<file path="src/rtl/rf_write_buffer.sv">
// In-order write queue in front of the register file write port, with two-port hazard lookup and forwarding.
// Latency: a write accepted at edge N is visible on rf_* and in the lookup from cycle N+1; lookup and rf_wen are combinational.
// Backpressure: in_ready = !full (no same-cycle bypass); draining is gated by drain_en, one entry per cycle.
//
// Ports:
//   clk, rst_n               clock, asynchronous active-low reset (clears pointers, count, valid flags)
//   in_valid/in_ready        writeback handshake; in_addr/in_data hold the result (x0 writes are dropped)
//   drain_en                 register file write port is free this cycle
//   rf_wen/rf_waddr/rf_wdata register file write port, driven from the head entry
//   raddr1/raddr2            decode read indices; hit1/hit2 and fwd_data1/fwd_data2 give the youngest pending write
//   count/empty/full         occupancy

module rf_write_buffer #(
  parameter int ADDR_WIDTH = 5,
  parameter int DATA_WIDTH = 32,
  parameter int DEPTH      = 4
) (
  input  logic                    clk,
  input  logic                    rst_n,
  input  logic                    in_valid,
  output logic                    in_ready,
  input  logic [ADDR_WIDTH-1:0]   in_addr,
  input  logic [DATA_WIDTH-1:0]   in_data,
  input  logic                    drain_en,
  output logic                    rf_wen,
  output logic [ADDR_WIDTH-1:0]   rf_waddr,
  output logic [DATA_WIDTH-1:0]   rf_wdata,
  input  logic [ADDR_WIDTH-1:0]   raddr1,
  input  logic [ADDR_WIDTH-1:0]   raddr2,
  output logic                    hit1,
  output logic                    hit2,
  output logic [DATA_WIDTH-1:0]   fwd_data1,
  output logic [DATA_WIDTH-1:0]   fwd_data2,
  output logic [$clog2(DEPTH):0]  count,
  output logic                    empty,
  output logic                    full
);

  localparam int PW = $clog2(DEPTH);
  localparam int CW = PW + 1;

  // Entry storage and bookkeeping
  logic [ADDR_WIDTH-1:0] addr_q [DEPTH];
  logic [ADDR_WIDTH-1:0] addr_d [DEPTH];
  logic [DATA_WIDTH-1:0] data_q [DEPTH];
  logic [DATA_WIDTH-1:0] data_d [DEPTH];
  logic [DEPTH-1:0]      valid_q, valid_d;
  logic [PW-1:0]         wr_ptr_q, wr_ptr_d;
  logic [PW-1:0]         rd_ptr_q, rd_ptr_d;
  logic [CW-1:0]         count_q, count_d;

  logic push;
  logic pop;

  // Occupancy and handshake
  always_comb begin
    empty    = (count_q == '0);
    full     = (count_q == CW'(DEPTH));
    count    = count_q;
    in_ready = !full;
  end

  // A handshake to x0 completes but stores nothing: x0 is hardwired zero.
  assign push = in_valid && in_ready && (in_addr != '0);
  assign pop  = rf_wen;

  // Drain port always presents the head; wen alone qualifies it.
  always_comb begin
    rf_wen   = !empty && drain_en;
    rf_waddr = addr_q[rd_ptr_q];
    rf_wdata = data_q[rd_ptr_q];
  end

  // Next-state for pointers, count and valid flags.
  // Push and pop never target the same slot: that needs empty (no pop) or full (no push).
  always_comb begin
    wr_ptr_d = wr_ptr_q;
    rd_ptr_d = rd_ptr_q;
    count_d  = count_q;
    valid_d  = valid_q;
    if (pop) begin
      valid_d[rd_ptr_q] = 1'b0;
      rd_ptr_d          = rd_ptr_q + PW'(1);
    end
    if (push) begin
      valid_d[wr_ptr_q] = 1'b1;
      wr_ptr_d          = wr_ptr_q + PW'(1);
    end
    unique case ({push, pop})
      2'b10:   count_d = count_q + CW'(1);
      2'b01:   count_d = count_q - CW'(1);
      default: count_d = count_q;
    endcase
  end

  always_comb begin
    addr_d = addr_q;
    data_d = data_q;
    if (push) begin
      addr_d[wr_ptr_q] = in_addr;
      data_d[wr_ptr_q] = in_data;
    end
  end

  always_ff @(posedge clk or negedge rst_n) begin
    if (!rst_n) begin
      wr_ptr_q <= '0;
      rd_ptr_q <= '0;
      count_q  <= '0;
      valid_q  <= '0;
    end else begin
      wr_ptr_q <= wr_ptr_d;
      rd_ptr_q <= rd_ptr_d;
      count_q  <= count_d;
      valid_q  <= valid_d;
    end
  end

  // Payload is not reset: every consumer is gated by valid_q or rf_wen.
  always_ff @(posedge clk) begin
    addr_q <= addr_d;
    data_q <= data_d;
  end

  // Youngest-match lookup. Walking from the head (oldest) towards the tail
  // and letting later matches overwrite earlier ones yields the youngest entry.
  // The head is searched even when it is popping this cycle, since the
  // register file has not been written yet.
  function automatic logic [DATA_WIDTH:0] lookup(input logic [ADDR_WIDTH-1:0] raddr);
    logic [DATA_WIDTH:0] res;
    logic [PW-1:0]       idx;
    res = '0;
    for (int i = 0; i < DEPTH; i++) begin
      idx = rd_ptr_q + PW'(i);
      if (valid_q[idx] && (addr_q[idx] == raddr) && (raddr != '0)) begin
        res = {1'b1, data_q[idx]};
      end
    end
    return res;
  endfunction

  always_comb begin
    {hit1, fwd_data1} = lookup(raddr1);
    {hit2, fwd_data2} = lookup(raddr2);
  end

endmodule

</file>
<file path="config.mk">
export PLATFORM = sky130hd
export DESIGN_NAME = rf_write_buffer
export DESIGN_NICKNAME = d
export VERILOG_FILES = /design/src/rtl/rf_write_buffer.sv
export SDC_FILE = /design/constraint.sdc
export NUM_CORES = 1
export LEC_CHECK = 0
export ABC_AREA = 1
export BUFFER_PORTS_ARGS = -buffer_cell sky130_fd_sc_hd__buf_2
export CAP_MARGIN = 20
export CORE_ASPECT_RATIO = 2
export CORE_MARGIN = 2
export CORE_UTILIZATION = 40
export CTS_BUF_LIST = sky130_fd_sc_hd__clkbuf_8
export DETAILED_ROUTE_END_ITERATION = 8
export SLEW_MARGIN = 30
export SYNTH_ARGS = -nofsm -noshare
export SYNTH_HDL_FRONTEND = slang
export SYNTH_SLANG_ARGS = --single-unit
export TNS_END_PERCENT = 100
</file>
<file path="constraint.sdc">
create_clock -name clk -period 7.85 [get_ports clk]
set_clock_uncertainty 0.05 [all_clocks]
set_input_delay 0.785 -clock clk [delete_from_list [all_inputs] [get_ports clk]]
set_output_delay 0.785 -clock clk [all_outputs]
set_load 0.005 [all_outputs]
</file>
# Word level (Yosys, flattened, before mapping)
# Cells that the tools add are included.
[op_classes]
addsub = 6
order_cmp = 13
eq_ne = 11
n_mux = 53
bitwise = 8
n_reduce_logical = 29
[op_table]
columns = ["op", "count"]
rows = [
  ["2-to-1 mux 32 bit", 9],
  ["2-to-1 mux 33 bit", 8],
  ["binary-select mux 32 bit (select 2 bit)", 4],
  ["bitwise mux 128 bit", 1],
  ["demux 32 bit (select 2 bit)", 1],
  ["2-to-1 mux 5 bit", 9],
  ["binary-select mux 5 bit (select 2 bit)", 4],
  ["== test 5 bit", 8],
  ["logical AND 1 bit", 22],
  ["bitwise mux 20 bit", 1],
  [">= comparator 3 bit, second input constant", 5],
  ["less-than comparator 2 x 3 -> 1 bit, second input constant", 5],
  ["NOT 2 -> 3 bit", 5],
  ["nonzero test 5 bit", 3],
  ["demux 5 bit (select 2 bit)", 1],
  ["binary-select mux 1 bit (select 2 bit)", 4],
  ["2-to-1 mux 4 bit", 2],
  ["2-to-1 mux 1 bit", 6],
  ["one-hot mux 3 bit (2 select lines)", 1],
  ["adder 2 x 1 -> 2 bit, second input constant", 2],
  ["adder 2 bit, second input constant", 2],
  ["bitwise AND 4 bit", 1],
  ["demux 1 bit (select 2 bit)", 2],
  [">= comparator 2 x 1 -> 1 bit, second input constant", 2],
  ["other kinds (11)", 12],
]
[word_totals]
regBits = 159
inputBits = 51

# Longest topological paths before layout
# Gate-level depths: netlist of run 1.
[logic_depth]
ltp_word = 11
depth_mapped = 19
depth_no_buf = 14

# Worst setup path after synthesis of run 1
# Ideal clock, no wire load.
[synth_path]
path_kind = "flip-flop to output port"
startpoint = "reg rd_ptr_q[1]"
endpoint = "out fwd_data2[15]"
arrival_time_ps = 2908
setup_slack_ps = 4107
path_stages_with_launch = 18
path_cell_list = "dfrtp_1 -> inv_2 -> buf_2 -> clkbuf_1 -> clkbuf_1 -> ha_1 -> inv_2 -> buf_2 -> nand3_1 -> nand2_1 -> xor2_1 -> nand3_1 -> nor2_1 -> buf_2 -> buf_2 -> nor2_1 -> nand2_1 -> nand2_1"
[synth_via]
elab_chain_cells = 11
word_cells_on_any_way = 55
[synth_lines]
columns = ["item", "line", "text"]
rows = [
  ["start: declaration", "49", "logic [PW-1:0] rd_ptr_q, rd_ptr_d;"],
  ["start signal: assignment", "113", "rd_ptr_q <= rd_ptr_d;"],
  ["adder 2 x 1 -> 2 bit or NOT 2 -> 3 bit (tied branches)", "134, 135, 136", ""],
  ["NOT 2 -> 3 bit (implied by the code) or binary-select mux 5 bit (select 2 bit) (tied branches)", "135, 136", ""],
  ["binary-select mux 5 bit (select 2 bit) or 2-to-1 mux 5 bit (tied branches)", "135", "if (valid_q[idx] && (addr_q[idx] == raddr) && (raddr != '0)) begin"],
  ["2-to-1 mux 5 bit (implied by the code)", "135", ""],
  ["2-to-1 mux 5 bit (implied by the code) or == test 5 bit (tied branches)", "135", ""],
  ["== test 5 bit or logical AND 1 bit (tied branches)", "135", ""],
  ["logical AND 1 bit", "135", ""],
  ["logical AND 1 bit or 2-to-1 mux 33 bit (tied branches)", "135", ""],
  ["2-to-1 mux 33 bit (2 in series)", "135", ""],
  ["2-to-1 mux 33 bit (*)", "135", ""],
  ["end: declaration", "33", "output logic [DATA_WIDTH-1:0] fwd_data2,"],
]
# Mark *: on every way between the ends. The rest lies on a longest branch, timed or not. The select of a mux whose other input is x is not followed.

# Final worst setup path of run 1
[layout_path]
startpoint = "reg rd_ptr_q[0]"
endpoint = "out fwd_data2[31]"
# The elaborated chain is that of the path after synthesis.

==> results of run 1 <==
## routing by layer
| metal | vias to the layer above | share of wire | track usage |
|---|---|---|---|
| li1 | 5655 | - | - |
| met1 | 5090 | 0.42 | 0.282 |
| met2 | 406 | 0.49 | 0.415 |
| met3 | 73 | 0.056 | 0.0326 |
| met4 | 4 | 0.025 | 0.0873 |
| met5 | - | 0.00051 | 0 |
## power by group
| part | total [mW] | leakage, nW | internal [mW] | switching (mW) |
|---|---|---|---|---|
| combinational | 3.86 | 4.53 | 1.15 | 2.71 |
| sequential | 1.25 | 1.48 | 1.12 | 0.131 |
| clock | 0.616 | 0.200 | 0.287 | 0.329 |
## kinds of logic (layout without fill, tap and decap cells)
family                   count (synthesis)  count (layout)
AND/OR/NAND/NOR                       1033            1033
AO/OA/AOI/OAI                          147             147
XOR/XNOR                                12              12
other                                    0               1
multiplexers                            90              90
adder cells (fa/ha/maj)                 10              10
flip-flops                             159             159
buffers and inverters                  178             278
## state kept, by name, summed over array words and instances, names as in the netlist
register / flops
rd_ptr_q: 2
count: 3
addr_q: 20
wr_ptr_q: 2
data_q: 128
valid_q: 4
## worst paths after layout
check / start / to / slack, ns
min in group clk: in_data[16] / data_q[80]$_DFFE_PP_ / 0.47
worst min register to register: valid_q[2]$_DFF_PN0_ / valid_q[2]$_DFF_PN0_ / 0.50
worst min-delay path: rst_n / rd_ptr_q[0]$_DFFE_PN0N_ / 0.12
max in group asynchronous: rst_n / rd_ptr_q[0]$_DFFE_PN0N_ / 7.40
worst max register to register: rd_ptr_q[0]$_DFFE_PN0N_ / rd_ptr_q[1]$_DFFE_PN0N_ / 5.26
worst max-delay path: rd_ptr_q[0]$_DFFE_PN0N_ / fwd_data2[31] / 1.59
## final cells by class
type / instances / area [um2]
fill: 2991 / 16100
multi-input combinational: 1292 / 6360
sequential: 159 / 4720
timing repair buffer: 181 / 966
tap: 364 / 455
inverter: 65 / 249
clock buffer: 17 / 234
clock inverter: 15 / 159
antenna: 1 / 2.50
## worst register-to-register path, stage by stage, from the launching register on
cell	delay, ns
dfrtp_4	0.86
inv_6	0.37
ha_2	0.47
buf_4	0.54
nand2_1	0.11
o21ai_0	0.10
## synthesized netlist by cell type (9+ instances only)
library cell,count,share of area
mux2i_1,90,0.076
buf_4,16,0.010
nand2_1,590,0.19
nor2_1,165,0.052
buf_2,49,0.021
inv_1,59,0.019
nand4_1,71,0.037
edfxtp_1,148,0.38
o21ai_0,139,0.059
xor2_1,11,0.0081
ha_1,9,0.0095
dfrtp_1,11,0.023
nand3_1,182,0.077
clkbuf_1,37,0.012
==> impl_metrics.csv, run 1 <==
group,metric,value,unit
timing,worstMarginPinSlew,0.904,ns
routing,vias,11228,
critical_path,cpPeakStageDelay,0.86,ns
cells_and_area,nets,1777,
clock_tree,clock_latency,0.48,ns
pwr,p_leak,6.21,nW
cells_and_area,layout_commonest_cell,"nand2_1",
critical_path,path_max_fanout,65,
synth,synth_xor_area_frac,0.00887,
timing,final-hold-violation-count,0,
floorplanning,dieArea,31100,um2
synth,ys.flop_type,"edfxtp_1",
cells_and_area,drive_gt1_frac,0.143,
clock_tree,clk_pin_slew,0.09,ns
critical_path,slowest_stage,"dfrtp_4",
timing,setup_viol,0,
critical_path,crit_type,"register to output port",
routing,drt-pass1-iter-count,5,
clock_tree,h-tree-depth,4,
clock_tree,cts_resized,0,
floorplanning,rows,89,
synth,yosysUniqueCellTypes,34,
cells_and_area,layout.cells.non_filler,2094,
clock_tree,cts_setup_buffers,0,
cells_and_area,final_area,13100,um2
clock_tree,clockBufferDepth,2,
floorplanning,die_height,247,um
pwr,ir_drop,0.320,mV
routing,drt-total-wl,35.6,mm
timing,setup_tns,0,ns
synth,synth.yosys.warnings,0,
global_routing,track_usage,0.232,
routing,drtIter0Drc,802,
timing,hold_ws,0.117,ns
routing,viasPerCell,5.36,
timing,fin_crit,6.26,ns
critical_path,worstPathCellList,"inv_6 -> ha_2 -> buf_4 -> nand3_1 -> nand2_1 -> nand2_1 -> a21oi_4 -> buf_8 -> nand3_2 -> nand3_1 -> nand3_1 -> nand2_1 -> nand2_1 -> buf_2",
clock_tree,clock-sinks,159,
critical_path,path_buf_inv,4,
clock_tree,clockRootBuffer,"clkbuf_8",
global_routing,antenna_found_initial,4,
synth,synth_compound_area_frac,0.0634,
critical_path,cp.required,7.01,ns
timing,max_slew_margin,0.396,
routing,wire_per_inst,17.0,um
timing,rsz0062_at_grt,"no",
placed_design,numPortBuffers,160,
cells_and_area,final_core_util,0.449,
global_routing,grt_pass1_vias,10711,
timing,period_share,0.797,
run,max_cap_violations,0,
synth,syn_inst,1629,
clock_tree,cts_inserted_buffers,17,
synth,synth_area,11900,um2
critical_path,critPathLaunchType,"register",
critical_path,cp.depth,14,
routing,drcViolationCount,0,
cells_and_area,syn_to_final_growth,11.0,%
timing,fmax,160,MHz
synth,ys_ff_latch,159,
placed_design,post-dp-hpwl,23.2,mm
clock_tree,cts_tree,"yes",
critical_path,cp_top_family,"simple AND/OR/NAND/NOR gates",
floorplanning,die_w,126,um
synth,syn_nets,1690,
timing,drv_slew,0,
global_routing,grt_max_degree,79,
hold_path,worstHoldPathType,"input port to async pin",
routing,ant_nets,0,
placed_design,post_dp_cell_area,12700,um2
global_routing,grt_first_pass_wirelength,57.5,mm
timing,setup_slack,1.59,ns
critical_path,crit_path_frequent_cell,"nand2_1",
pwr,total_power,5.73,mW
outcome,run_status,"completed",
critical_path,cp.arrival,5.42,ns
floorplanning,num_io_pins,161,
placed_design,pre_cts_ws,1.78,ns
synth,synth_top_family_by_area,"simple AND/OR/NAND/NOR gates",
placed_design,place.gp.congestion,0.854,
cells_and_area,layout_common_cells,"nand2_1, nand3_1, nor2_1, buf_2, edfxtp_1",
floorplanning,placeableCoreArea,29300,um2
pwr,power_density,436,nW/um2
synth,synthSimpleGateAreaFrac,0.372,
synth,ys_seq_area_frac,0.398,
synth,ys_async_sr_fraction,0.0692,
critical_path,endpoint_kind,"output port",
placed_design,place_inst,2060,
clock_tree,ctsHoldBuffers,0,
synth,synth-adder-area-share,0.0112,
synth,post_synth_mux_area_share,0.0760,
critical_path,reg2regPathDepth,5,
synth,syn_area_per_cell,7.27,um2
synth,synth_edf_count,148,
global_routing,grt.overflow.total,0,
floorplanning,start_util,0.405,
(Power assumes the default switching activity.)
==> run 2, diff against run 1 <==
- clock period: 7.85 -> 5.3 ns (I/O delays scaled with it)
==> impl_metrics.csv, run 2 (synthesis results as in run 1) <==
group,metric,value,unit
outcome,run_status,"completed",
placed_design,place.gp.congestion,0.865,
routing,drtIter0Drc,909,
clock_tree,clk_pin_slew,0.08,ns
global_routing,use_met1,0.286,
global_routing,grt.overflow.total,0,
critical_path,cp.required,4.72,ns
timing,worstMarginPinSlew,0.972,ns
clock_tree,clock-sinks,159,
global_routing,track_usage,0.232,
pwr,total_power,8.56,mW
placed_design,numPortBuffers,160,
clock_tree,h-tree-depth,4,
floorplanning,die_w,126,um
pwr,ir_drop,0.430,mV
critical_path,reg2regPathDepth,8,
floorplanning,placeableCoreArea,29300,um2
hold_path,worstHoldPathType,"input port to register",
routing,viasPerCell,5.39,
timing,period_share,0.905,
pwr,p_int,3.79,mW
clock_tree,cts_resized,0,
critical_path,cp_top_family,"simple AND/OR/NAND/NOR gates",
pwr,switchingPower,4.77,mW
cells_and_area,reg_top3,"data_q: 128 flops, addr_q: 20 flops, valid_q: 4 flops",
timing,fmax,209,MHz
critical_path,cp-startpoint,"rd_ptr_q[0]$_DFFE_PN0N_",
global_routing,grtUsageMet2,0.408,
floorplanning,rows,89,
clock_tree,clock_latency,0.47,ns
timing,setup_viol,0,
clock_tree,clockBufferDepth,2,
pwr,seq_power_share,0.208,
routing,drt-pass1-iter-count,6,
floorplanning,start_util,0.405,
clock_tree,clockRootBuffer,"clkbuf_8",
timing,drv_slew,0,
routing,vias,11297,
timing,fin_crit,4.80,ns
global_routing,grt.busiest_layer,"met2",
timing,rsz0062_at_grt,"no",
floorplanning,die_height,247,um
pwr,p_leak,6.22,nW
global_routing,grt_pass1_vias,10449,
routing,ant_nets,0,
global_routing,antenna_found_initial,3,
clock_tree,cts_tree,"yes",
critical_path,path_max_fanout,45,
critical_path,rrSetupSlack,2.92,ns
critical_path,rr_endpoint,"count[2]$_DFFE_PN0P_",
timing,max_slew_margin,0.352,
cells_and_area,largest_register,"data_q",
critical_path,critPathLaunchType,"register",
placed_design,post-dp-hpwl,22.9,mm
timing,setup_tns,0,ns
critical_path,cpPeakStageDelay,0.75,ns
critical_path,cp.depth,13,
critical_path,cp.arrival,4.22,ns
global_routing,grt_max_degree,156,
critical_path,endpoint_kind,"output port",
cells_and_area,layout_common_cells,"nand2_1, nand3_1, nor2_1, buf_2, edfxtp_1",
critical_path,crit_type,"register to output port",
hold_path,holdPathStages,1,
cells_and_area,nets,1780,
critical_path,worstPathCellList,"inv_6 -> ha_2 -> inv_2 -> nand3_1 -> nand2_1 -> nand2_1 -> a21oi_4 -> nand3_2 -> nand3_1 -> nand3_1 -> nand2_1 -> nand2_1 -> buf_2",
cells_and_area,syn_to_final_growth,11.1,%
pwr,switching_share,0.557,
routing,drcViolationCount,0,
floorplanning,dieArea,31100,um2
pwr,comb_power_share,0.689,
critical_path,crit_end,"fwd_data2[19]",
critical_path,r2r_start,"count[0]$_DFFE_PN0P_",
run,max_cap_violations,0,
global_routing,use_met3,0.0345,
routing,wire_per_inst,17.3,um
cells_and_area,largest_reg_flops,128,
clock_tree,cts_inserted_buffers,17,
cells_and_area,layout_commonest_cell,"nand2_1",
routing,drt-total-wl,36.2,mm
critical_path,path_buf_inv,3,
pwr,p_clk_frac,0.102,
critical_path,slowest_stage,"nand3_2",
global_routing,grt_first_pass_wirelength,56.6,mm
floorplanning,num_io_pins,161,
critical_path,crit_path_frequent_cell,"nand2_1",
cells_and_area,drive_gt1_frac,0.144,
timing,final-hold-violation-count,0,
pwr,power_density,650,nW/um2
==> run 2: changes by cell type in the layout (fill, tap and decap cells not counted), sizes merged <==
cell,delta
dlygate4sd3,+1
inv,-6
buf,+2
clkinv,+6
==> run 2: worst min-delay path by stage <==
stage,start,endpoint
after floorplan,rst_n,count[0]$_DFFE_PN0P_
after global placement,rst_n,count[2]$_DFFE_PN0P_
after detailed placement,rst_n,count[2]$_DFFE_PN0P_
after CTS,in_data[23],data_q[55]$_DFFE_PP_
after global routing,in_data[18],data_q[18]$_DFFE_PP_
final,in_data[22],data_q[118]$_DFFE_PP_
==> run 2: metal layers <==
layer / routed length, um / vias up
met3: 2400 / 71
li1: - / 5658
met5: 24 / -
met1: 14800 / 5157
met2: 17900 / 407
met4: 1100 / 4
==> run 2: layout make-up <==
cell class / count / area [um2]
fill: 3002 / 16100
tap: 364 / 455
clock inverter: 15 / 148
clock buffer: 17 / 234
sequential: 159 / 4720
timing repair buffer: 184 / 996
inverter: 65 / 249
multi-input combinational: 1292 / 6360
antenna: 1 / 2.50
==> run 2: power by group through the flow <==
| stage | combinational, mW | sequential (mW) | clock (mW) |
|---|---|---|---|
| 6_report | 5.90 | 1.78 | 0.876 |
| 3_5_place_dp | 5.84 | 1.81 | 0 |
| 5_1_grt | 6.54 | 1.81 | 0.951 |
| 3_3_place_gp | 5.81 | 1.81 | 0 |
| 4_1_cts | 5.85 | 1.78 | 0.897 |
| 2_1_floorplan | 4.06 | 1.79 | 0 |
==> run 2: what timing repair did <==
item                                   in CTS  in global routing
endpoints found under the hold margin      11                  0
buffers inserted                            0                  0
hold buffers                                1                  0
==> run 2: worst register-to-register path: stages, from the launching register on <==
cell and delay (ns):
dfrtp_1 0.44, nor3_1 0.10, nor2_1 0.58, ha_1 0.27, inv_1 0.07, fa_1 0.38
a21oi_1 0.14, o21ai_0 0.11, xor2_1 0.15
==> run 2: stage by stage <==
step	setup WS, ns	instances	hold slack [ns]	instance area [um2]	utilization
after floorplan	1.81	1629	0.184	11900	-
after global placement	1.07	2063	0.382	12800	0.436
after detailed placement	1.03	2063	0.380	12800	0.436
after CTS	0.510	2096	0.183	13200	0.450
after global routing	0.230	2097	0.196	13200	0.450
final	0.505	2097	0.212	13200	0.450
